[src/rtl/mips_multicycle_ctrl.sv]
// Multi-cycle MIPS control sequencer.
// A Moore FSM steps one instruction through fetch, decode, execute, memory
// and write-back phases. It reuses one ALU and one unified memory port.
// Handshake: in FETCH, MEMRD and MEMWR the memory strobe and the address
// select are held steady until mem_ready is sampled high at a rising edge.
// That edge completes the access, and the FSM leaves the state on it.
// mem_ready has no effect in any other state.
// Outputs that depend only on the state come from registers loaded with the
// decode of the next state. pc_we, IRWrite and illegal are combined with live
// inputs in the same cycle.
module mips_multicycle_ctrl (
  input  logic       clk,
  input  logic       rst,
  input  logic [5:0] opcode,
  input  logic [5:0] funct,
  input  logic       zero,
  input  logic       mem_ready,
  output logic [3:0] state,
  output logic       IorD,
  output logic       MemRead,
  output logic       MemWrite,
  output logic       IRWrite,
  output logic       pc_we,
  output logic       PCSrc,
  output logic       ALUSrcA,
  output logic [1:0] ALUSrcB,
  output logic [5:0] ALUCtrl,
  output logic       reg_res,
  output logic       MemToReg,
  output logic       RegWrite,
  output logic       illegal
);

  typedef enum logic [3:0] {
    S_FETCH  = 4'd0,
    S_DECODE = 4'd1,
    S_MEMADR = 4'd2,
    S_MEMRD  = 4'd3,
    S_MEMWB  = 4'd4,
    S_MEMWR  = 4'd5,
    S_EXEC   = 4'd6,
    S_RWB    = 4'd7,
    S_BRANCH = 4'd8,
    S_ADDIEX = 4'd9,
    S_ADDIWB = 4'd10
  } state_t;

  localparam logic [5:0] OP_RTYPE = 6'b000000;
  localparam logic [5:0] OP_LW    = 6'b100011;
  localparam logic [5:0] OP_SW    = 6'b101011;
  localparam logic [5:0] OP_BEQ   = 6'b000100;
  localparam logic [5:0] OP_BNE   = 6'b000101;
  localparam logic [5:0] OP_ADDI  = 6'b001000;

  localparam logic [5:0] ALU_ADD  = 6'b100000;
  localparam logic [5:0] ALU_SUB  = 6'b100010;

  // Control outputs that depend only on the state.
  typedef struct packed {
    logic       iord;
    logic       mem_read;
    logic       mem_write;
    logic       pc_src;
    logic       alu_src_a;
    logic [1:0] alu_src_b;
    logic [5:0] alu_ctrl;
    logic       reg_res;
    logic       mem_to_reg;
    logic       reg_write;
  } moore_t;

  state_t state_q, state_d;
  moore_t out_q;

  // Moore output table. Any field a state does not set stays 0.
  function automatic moore_t moore_decode(input state_t s, input logic [5:0] fn);
    moore_t m;
    m = '0;
    case (s)
      S_FETCH: begin
        m.mem_read  = 1'b1;
        m.alu_src_b = 2'b01;
        m.alu_ctrl  = ALU_ADD;
      end
      S_DECODE: begin
        m.alu_src_b = 2'b11;
        m.alu_ctrl  = ALU_ADD;
      end
      S_MEMADR, S_ADDIEX: begin
        m.alu_src_a = 1'b1;
        m.alu_src_b = 2'b10;
        m.alu_ctrl  = ALU_ADD;
      end
      S_MEMRD: begin
        m.iord     = 1'b1;
        m.mem_read = 1'b1;
      end
      S_MEMWB: begin
        m.mem_to_reg = 1'b1;
        m.reg_write  = 1'b1;
      end
      S_MEMWR: begin
        m.iord      = 1'b1;
        m.mem_write = 1'b1;
      end
      S_EXEC: begin
        m.alu_src_a = 1'b1;
        m.alu_ctrl  = fn;
      end
      S_RWB: begin
        m.reg_res   = 1'b1;
        m.reg_write = 1'b1;
      end
      S_BRANCH: begin
        m.alu_src_a = 1'b1;
        m.alu_ctrl  = ALU_SUB;
        m.pc_src    = 1'b1;
      end
      S_ADDIWB: begin
        m.reg_write = 1'b1;
      end
      default: m = '0;
    endcase
    return m;
  endfunction

  // Next-state selection: advance through the phases and stall on memory waits.
  always_comb begin
    state_d = S_FETCH;
    case (state_q)
      S_FETCH:  state_d = mem_ready ? S_DECODE : S_FETCH;
      S_DECODE: begin
        case (opcode)
          OP_RTYPE:      state_d = S_EXEC;
          OP_LW, OP_SW:  state_d = S_MEMADR;
          OP_BEQ, OP_BNE: state_d = S_BRANCH;
          OP_ADDI:       state_d = S_ADDIEX;
          default:       state_d = S_FETCH;
        endcase
      end
      S_MEMADR: state_d = (opcode == OP_LW) ? S_MEMRD : S_MEMWR;
      S_MEMRD:  state_d = mem_ready ? S_MEMWB : S_MEMRD;
      S_MEMWB:  state_d = S_FETCH;
      S_MEMWR:  state_d = mem_ready ? S_FETCH : S_MEMWR;
      S_EXEC:   state_d = S_RWB;
      S_RWB:    state_d = S_FETCH;
      S_BRANCH: state_d = S_FETCH;
      S_ADDIEX: state_d = S_ADDIWB;
      S_ADDIWB: state_d = S_FETCH;
      default:  state_d = S_FETCH;
    endcase
  end

  // State register plus registered Moore outputs. Reset loads the FETCH values.
  always_ff @(posedge clk) begin
    if (rst) begin
      state_q <= S_FETCH;
      out_q   <= moore_decode(S_FETCH, funct);
    end else begin
      state_q <= state_d;
      out_q   <= moore_decode(state_d, funct);
    end
  end

  logic op_legal;
  logic branch_taken;

  // Recognize supported opcodes and resolve the branch condition.
  always_comb begin
    op_legal = (opcode == OP_RTYPE) || (opcode == OP_LW) || (opcode == OP_SW) ||
               (opcode == OP_BEQ) || (opcode == OP_BNE) || (opcode == OP_ADDI);
    branch_taken = 1'b0;
    if (opcode == OP_BEQ) branch_taken = zero;
    else if (opcode == OP_BNE) branch_taken = ~zero;
  end

  assign state    = state_q;
  assign IorD     = out_q.iord;
  assign MemRead  = out_q.mem_read;
  assign MemWrite = out_q.mem_write;
  assign PCSrc    = out_q.pc_src;
  assign ALUSrcA  = out_q.alu_src_a;
  assign ALUSrcB  = out_q.alu_src_b;
  assign ALUCtrl  = out_q.alu_ctrl;
  assign reg_res  = out_q.reg_res;
  assign MemToReg = out_q.mem_to_reg;
  assign RegWrite = out_q.reg_write;

  // The fetch completes in the cycle mem_ready arrives, so the IR load and
  // PC+4 follow it directly. Reset suppresses both.
  assign IRWrite = (state_q == S_FETCH) && mem_ready && !rst;
  assign pc_we   = !rst && (((state_q == S_FETCH) && mem_ready) ||
                            ((state_q == S_BRANCH) && branch_taken));
  assign illegal = (state_q == S_DECODE) && !op_legal;

endmodule

[config.mk]
export PLATFORM = sky130hd
export DESIGN_NAME = mips_multicycle_ctrl
export DESIGN_NICKNAME = d
export VERILOG_FILES = /design/src/rtl/mips_multicycle_ctrl.sv
export SDC_FILE = /design/constraint.sdc
export NUM_CORES = 1
export LEC_CHECK = 0
export CAP_MARGIN = 20
export CORE_UTILIZATION = 42
export CTS_CLUSTER_SIZE = 16
export DETAILED_ROUTE_END_ITERATION = 8
export PLACE_DENSITY = 0.81
export SLEW_MARGIN = 20
export SYNTH_ARGS = -nofsm -noshare
export SYNTH_HDL_FRONTEND = slang
export SYNTH_SLANG_ARGS = --single-unit
[constraint.sdc]
create_clock -name clk -period 1.89 [get_ports clk]
set_input_delay 0.378 -clock clk [delete_from_list [all_inputs] [get_ports clk]]
set_output_delay 0.378 -clock clk [all_outputs]
set_load 0.1 [all_outputs]
* Yosys cells after proc, flatten, opt, wreduce, memory -nomap -nowiden
Cells that the tools add are included.
W data, S select, Z words.
** Cells by class
- Multiplexer cells :: 18
- Reduce and logical (&&, ||, !) cells :: 24
- Bitwise logic cells :: 1
- Eq/ne operators :: 22
** Operator list (count)
- $pmux W4 S7 :: 1
- $eq A4 B3 Y1 const B :: 6
- $eq A4 B4 Y1 const B :: 5
- $pmux W6 S3 :: 1
- $eq A4 B2 Y1 const B :: 4
- $pmux W4 S4 :: 1
- $eq A6 B3 Y1 const B :: 2
- $eq A6 B6 Y1 const B :: 2
- $mux W1 :: 11
- $reduce_or A2 Y1 :: 5
- $mux W3 :: 3
- $eq A4 B1 Y1 const B :: 2
- $logic_not A4 Y1 :: 2
- $reduce_or A4 Y1 :: 2
- $eq A6 B4 Y1 const B :: 1
- $logic_not A6 Y1 :: 1
- $logic_or A1 B1 Y1 :: 6
- $pmux W2 S3 :: 1
- $logic_and A1 B1 Y1 :: 5
- $reduce_or A3 Y1 :: 1
- $logic_not A1 Y1 :: 2
- $not A1 Y1 :: 1
** Word-level totals
- Flip-flop bits (word level) :: 20
- Bits of input ports :: 16
- Logic and storage cells :: 76

* Logic depth before layout (Yosys ltp)
Gate-level depths: netlist (run 1).
- Depth in word-level cells :: 8
- Depth in mapped cells :: 7

* Worst setup path before layout (run 1)
Ideal clock, no wire load.
- Path kind :: reg-to-output
- From :: reg state_q[2] (netlist: state[2])
- To :: out pc_we
- Cell stages (with the launch flop) :: 5
- Path buffers :: 1
- Data required time :: 1.512 ns
- Slack :: -2.740 ns
- Data arrival time :: 4.252 ns
- Cells stage by stage :: dfxtp_1 -> buf_2 -> nor4_1 -> nor3b_1 -> a31o_2
** On the way
- Word-level cells in the longest chain between the ends :: 4
** RTL lines
- start, declared :: line 72 : state_t state_q, state_d;
- start signal, assigned :: line 160 : state_q <= state_d;
- $eq A4 B4 Y1 or $logic_not A4 Y1 (tied branches) :: line 193, 192
- $logic_and A1 B1 Y1, on equally long branches :: line 193, 192
- $logic_or A1 B1 Y1 (*) :: line 192 : assign pc_we = !rst && (((state_q == S_FETCH) && mem_ready) ||
- $logic_and A1 B1 Y1 (*) :: line 192
- end, declared :: line 23 : output logic pc_we,
Mark *: on every way between the ends. The rest lies on a longest branch, timed or not.

* Worst setup path after layout (run 1)
- From :: in zero
- To :: out pc_we
** On the way
- Word-level cells in the longest chain between the ends :: 6
** RTL lines
- start, declared :: line 16 : input logic zero,
- $not A1 Y1 :: line 174 : else if (opcode == OP_BNE) branch_taken = ~zero;
- $mux W1 :: line 174
- $mux W1 (*) :: line 173 : if (opcode == OP_BEQ) branch_taken = zero;
- $logic_and A1 B1 Y1 (*) :: line 193 : ((state_q == S_BRANCH) && branch_taken));
- $logic_or A1 B1 Y1 (*) :: line 192
- $logic_and A1 B1 Y1 (*) :: line 192
Marks and branches as above.

==> impl_metrics.py, run 1 <==
metrics = {
    "setup_path": {
        "worst_ep_arrival_time_ns": 1.57,
        "critical_path_class": "in2out",
        "startpoint_type": "primary input",
        "r2r_end": "ALUSrcA",
        "reg2regPathDepth": 8,
        "crit_path_end_kind": "output pin",
        "r2r_slack_ns": 0.02,
        "rr_startpoint": "state[2]",
        "startpoint": "zero",
        "cp.required_ns": 1.51,
        "crit_end": "pc_we",
        "crit_fanout": 1,
    },
    "place": {
        "numPlacedInstances": 191,
        "dp_hpwl_um": 2140,
        "portBuffers": 38,
        "routabilityCongestion": 0.873,
    },
    "floorplan": {
        "fp.coreArea_um2": 2210,
        "initial_utilization_pct": 44.7,
        "dieArea_um2": 2550,
        "dieWidth_um": 50.5,
        "die_h_um": 50.5,
        "rows": 17,
        "io_pins": 39,
    },
    "clock_network": {
        "cts.path.max_buffers": 2,
        "cts_root_buf": "clkbuf_4",
        "clk_latency_ns": 0.31,
        "clock_sinks": 20,
        "clk_pin_slew_ns": 0.10,
        "cts_made_buffers": 3,
        "cts_tree": "done",
        "cts_max_level": 1,
        "hold_buffers": 0,
    },
    "yosys": {
        "ys_top_cells_by_count": "dfxtp_1, nor2_1, nor3_1",
        "yosysMostFrequentCell": "dfxtp_1",
        "synthArstFlopShare_pct": 0,
        "yosysSeqAreaShare_pct": 40.5,
        "netlist_instances": 109,
        "ys_top_cells_by_area": "dfxtp_1, nor3_1, nor2_1",
        "postSynthAreaPerCell_um2": 9.08,
        "syn-num-nets": 125,
        "synth_edf_count": 0,
        "netlist.area_leader.share_pct": 40.5,
        "synth_top_area_cell": "dfxtp_1",
        "ys_types": 47,
        "synth_area_um2": 990,
        "synth_ff_type": "dfxtp_1",
        "yosysWarnings": 0,
        "ys_seq_elements": 20,
    },
    "flow_run": {
        "timing.max_cap.violations": 0,
    },
    "sta": {
        "fmax_mhz": 515,
        "max_slew_margin_pct": 69.4,
        "clock_skew_ns": 0.0111,
        "tightestPinTransition_ns": 0.459,
        "hold-worst-slack_ns": 0.622,
        "setup_ws_ns": -0.0533,
        "min_period_ns": 1.94,
        "slew_violations": 0,
        "setup_viol_count_final": 2,
        "rsz0062_at_grt": "true",
        "fin_crit_sh_pct": 103,
        "hold_violations": 0,
    },
    "global_routing": {
        "grt_overflow": 0,
        "grt_max_degree": 16,
        "grt.total_usage_pct": 27.8,
        "grt_pass1_wl_um": 5290,
        "antenna_found_initial": 0,
        "grt_pass1_vias": 1095,
    },
    "finish": {
        "antennaDiodeCount": 0,
        "finalNetCount": 196,
        "area_delta_synth_final_pct": 80.3,
        "instances_no_fill": 207,
        "drive_gt1_share_pct": 53.1,
        "largest_register_ffs": 6,
    },
    "route": {
        "vias": 1218,
        "first_pass_iters": 4,
        "antenna_left": 0,
        "routed_wl_um": 3550,
        "vias_per_cell": 5.88,
        "routedWlPerCell_um": 17.2,
        "drtIter0Drc": 60,
        "drc": 0,
    },
    "power": {
        "pwr_density_cell_nw_per_um2": 518,
        "p_leak_nw": 0.769,
        "max-vdd-ir-drop_mv": 0.658,
    },
    "status": {
        "violations": "setup timing",
        "run_status": "finished with violations",
    },
    "min_path": {
        "hold_path.class": "in2reg",
    },
}
-- final cells by class --
class / count / area [um^2]
multi-input combinational: 81 / 668
fill: 129 / 428
sequential: 20 / 413
clock buffer: 3 / 22.5
tap: 28 / 35.0
timing repair buffer: 71 / 631
inverter: 3 / 11.3
clock inverter: 1 / 3.75
-- layout by cell type (no fill, tap or decap), types with 3 or more instances in the layout --
master	instances
clkbuf_4	3
o21bai_1	3
nand3_1	4
dfxtp_4	3
dfxtp_1	16
and2_1	4
buf_4	49
buf_12	7
clkdlybuf4s50_1	7
inv_1	3
nand4_1	3
a21oi_1	3
clkbuf_2	4
o21ai_1	3
nand2_1	3
nor3_1	4
nor2_1	8
-- what timing repair did --
item / in CTS / in global routing
resized for setup: 26 / 10
setup endpoints to repair: 15 / 7
buffers inserted: 8 / 4
pin swaps: 5 / 2
endpoints found under the hold margin: 0 / 0
-- routing by layer --
metal / part of all wire (%) / routed length, um / GRT usage (%)
met2: 48 / 1720 / 47.1
met5: 0 / 0 / 0
met3: 9.1 / 322 / 5.45
met1: 38 / 1340 / 33.7
met4: 4.7 / 166 / 12.5
-- where the power goes --
group | switching, mW | internal, mW
clock | 0.135 | 0.0773
sequential | 0.00531 | 0.425
combinational | 0.164 | 0.118
-- worst max-delay path, cell delays in order --
cell	delay [ns]
clkdlybuf4s50_1	0.47
xnor2_2	0.19
nor3_4	0.18
a31o_4	0.18
buf_12	0.17
-- per-stage QoR --
step	setup WS (ns)	area [um^2]	power [mW]	TNS [ns]	util (%)
6_report	-0.0533	1780	0.925	-0.101	80.7
4_1_cts	-0.0358	1760	0.914	-0.0803	79.8
3_3_place_gp	-0.330	1630	0.684	-4.48	73.5
5_1_grt	-0.0958	1780	0.956	-0.288	80.7
2_1_floorplan	-0.711	1060	0.581	-1.31	-
3_5_place_dp	-0.457	1630	0.690	-6.35	73.5
-- cell families after synthesis --
family / count (synthesis) / share of synthesized area (%)
compound gates: 30 / 22.5
xor+xnor: 1 / 0.885
buf+inv: 8 / 4.04
flops: 20 / 40.5
mux: 1 / 1.52
simple gates: 49 / 30.6
-- how the worst min path moves through the flow --
| stage | cells after the start | startpoint | to | slack (ns) |
|---|---|---|---|---|
| 2_1_floorplan | 1 | rst | state[3] | 0.44 |
| 3_3_place_gp | 2 | state[1] | ALUSrcB[1] | 0.68 |
| 3_5_place_dp | 2 | state[3] | RegWrite | 0.69 |
| 4_1_cts | 2 | funct[2] | ALUCtrl[2] | 0.62 |
| 5_1_grt | 2 | funct[2] | ALUCtrl[2] | 0.63 |
| 6_report | 2 | funct[2] | ALUCtrl[2] | 0.62 |
Power figures use the tool's default switching activity.
==> run 2, diff against run 1 <==
clock period = 2.23 ns   (was 1.89 ns; I/O delays follow)
==> run 2 against run 1 <==
The flow now finishes without violations. Sequential power down 15%. Clock power up 41%. Highest routed layer unchanged. Hold slack better by 0.067 ns. Largest power group unchanged. Routed wire length down 21%. Setup slack better by 0.10 ns. Total power down 5.3%. Via count down 12%. Global-route usage down 2.7 points. Die area unchanged.
==> impl_metrics.py, run 2 (synthesis gave the netlist of run 1 again) <==
metrics = {
    "setup_path": {
        "r2r_end": "ALUSrcA",
        "reg2regPathDepth": 6,
        "cp.required_ns": 1.78,
        "critPathTopFamily": "buffers and inverters",
        "crit_fanout": 5,
        "worst_ep_arrival_time_ns": 1.73,
        "path_cells": "clkdlybuf4s50_1 > inv_1 > buf_4 > nor3b_4 > buf_4 > buf_12",
        "startpoint_type": "primary input",
        "rr_startpoint": "state[0]",
        "crit_top_cell": "buf_4",
        "r2r_slack_ns": 0.46,
        "slowest_delay_ns": 0.54,
        "critical_path_class": "in2out",
        "crit_path_end_kind": "output pin",
        "crit_slowest_cell": "clkdlybuf4s50_1",
        "startpoint": "mem_ready",
        "path_buf_inv": 5,
    },
    "route": {
        "vias": 1071,
        "drtIter0Drc": 37,
        "first_pass_iters": 4,
        "routed_wl_um": 2810,
        "vias_per_cell": 5.52,
        "antenna_left": 0,
        "drc": 0,
        "routedWlPerCell_um": 14.5,
    },
    "floorplan": {
        "rows": 17,
        "die_h_um": 50.5,
        "dieArea_um2": 2550,
        "io_pins": 39,
        "fp.coreArea_um2": 2210,
        "dieWidth_um": 50.5,
        "initial_utilization_pct": 44.7,
    },
    "place": {
        "dp_hpwl_um": 2060,
        "numPlacedInstances": 190,
        "routabilityCongestion": 0.902,
        "portBuffers": 38,
    },
    "sta": {
        "clock_skew_ns": 0.0132,
        "rsz0062_at_grt": "false",
        "min_period_ns": 2.18,
        "tightestPinTransition_ns": 0.482,
        "slew_violations": 0,
        "fmax_mhz": 459,
        "fin_crit_sh_pct": 97.8,
        "hold-worst-slack_ns": 0.689,
        "max_slew_margin_pct": 67.5,
        "setup_viol_count_final": 0,
        "hold_violations": 0,
    },
    "min_path": {
        "hold_path.class": "in2reg",
        "hold_end": "ALUCtrl[4]",
        "holdPathStages": 2,
        "min_from": "funct[4]",
    },
    "global_routing": {
        "antenna_found_initial": 0,
        "grt_pass1_vias": 1025,
        "grt.total_usage_pct": 25.1,
        "grt_max_degree": 16,
        "grt_overflow": 0,
        "grt_pass1_wl_um": 4770,
    },
    "clock_network": {
        "clk_pin_slew_ns": 0.10,
        "cts_max_level": 1,
        "hold_buffers": 0,
        "cts.path.max_buffers": 2,
        "cts_made_buffers": 3,
        "cts_root_buf": "clkbuf_4",
        "clock_sinks": 20,
        "clk_latency_ns": 0.32,
        "postCtsSetupBuffers": 0,
        "cts_tree": "done",
    },
    "power": {
        "p_leak_nw": 0.708,
        "pwr_density_cell_nw_per_um2": 528,
        "max-vdd-ir-drop_mv": 0.670,
    },
    "finish": {
        "final_common_cell": "buf_4",
        "antennaDiodeCount": 0,
        "fin_util_pct": 75.0,
        "layout_common_cells": "buf_4, dfxtp_1, clkdlybuf4s50_1",
        "largest_register_ffs": 6,
        "drive_gt1_share_pct": 45.8,
        "instances_no_fill": 194,
        "finalNetCount": 183,
        "area_delta_synth_final_pct": 67.6,
    },
    "flow_run": {
        "timing.max_cap.violations": 0,
    },
    "status": {
        "run_status": "complete, no violations",
    },
}
==> run 2: changes by cell type in the layout (fill, tap and decap cells not counted), moves of 2 or more <==
cell            previous run  this run
nor2_2                     1         3
dlygate4sd2_1              2         5
clkbuf_2                   4         0
dlymetal6s2s_1             0         2
buf_12                     7         3
buf_4                     49        40
==> run 2: layout make-up <==
cell class	count	area, um^2
clock buffers	3	22.5
clock inverters	1	30.0
fillers	157	553
inverters	3	11.3
multi-input cells	81	638
flip-flops and latches	20	413
well taps	28	35.0
repair buffers	58	509
==> run 2: what timing repair did <==
| item | 4_1_cts | 5_1_grt |
|---|---|---|
| setup endpoints to repair | 3 | 2 |
| gates cloned | 0 | 0 |
| pin swaps | 0 | 1 |
| gates resized for setup | 12 | 4 |
==> run 2: per-stage QoR <==
stage,TNS [ns],total power [mW],area (um^2),setup slack (ns)
floorplan,-0.493,0.493,1060,-0.439
global route,0,0.912,1660,0.00917
global placement,-0.624,0.576,1570,-0.104
detailed placement,-1.05,0.580,1570,-0.171
CTS,0,0.875,1650,0.00634
finish,0,0.875,1660,0.0492
==> run 2: how the worst max path moves through the flow <==
stage                     endpoint  slack, ns  cells past startpoint
after floorplan              pc_we      -0.44                      4
after global placement       pc_we      -0.10                      5
after detailed placement   illegal      -0.17                      6
after CTS                    pc_we      0.006                      5
after global routing       IRWrite      0.009                      6
final                      IRWrite       0.05                      6
==> run 2: routing by layer <==
layer	GRT usage, %	share of wire, %	vias to the layer above
met4	9.72	2.0	0
met3	3.94	4.8	6
li1	-	-	524
met5	0	0	-
met2	42.0	49	42
met1	32.0	44	499
==> run 2: report_power, final <==
part	switching [mW]	internal (mW)	total [mW]
Combinational	0.124	0.0863	0.210
Sequential	0.00659	0.360	0.367
Clock	0.116	0.182	0.298
Total	0.247	0.629	0.875
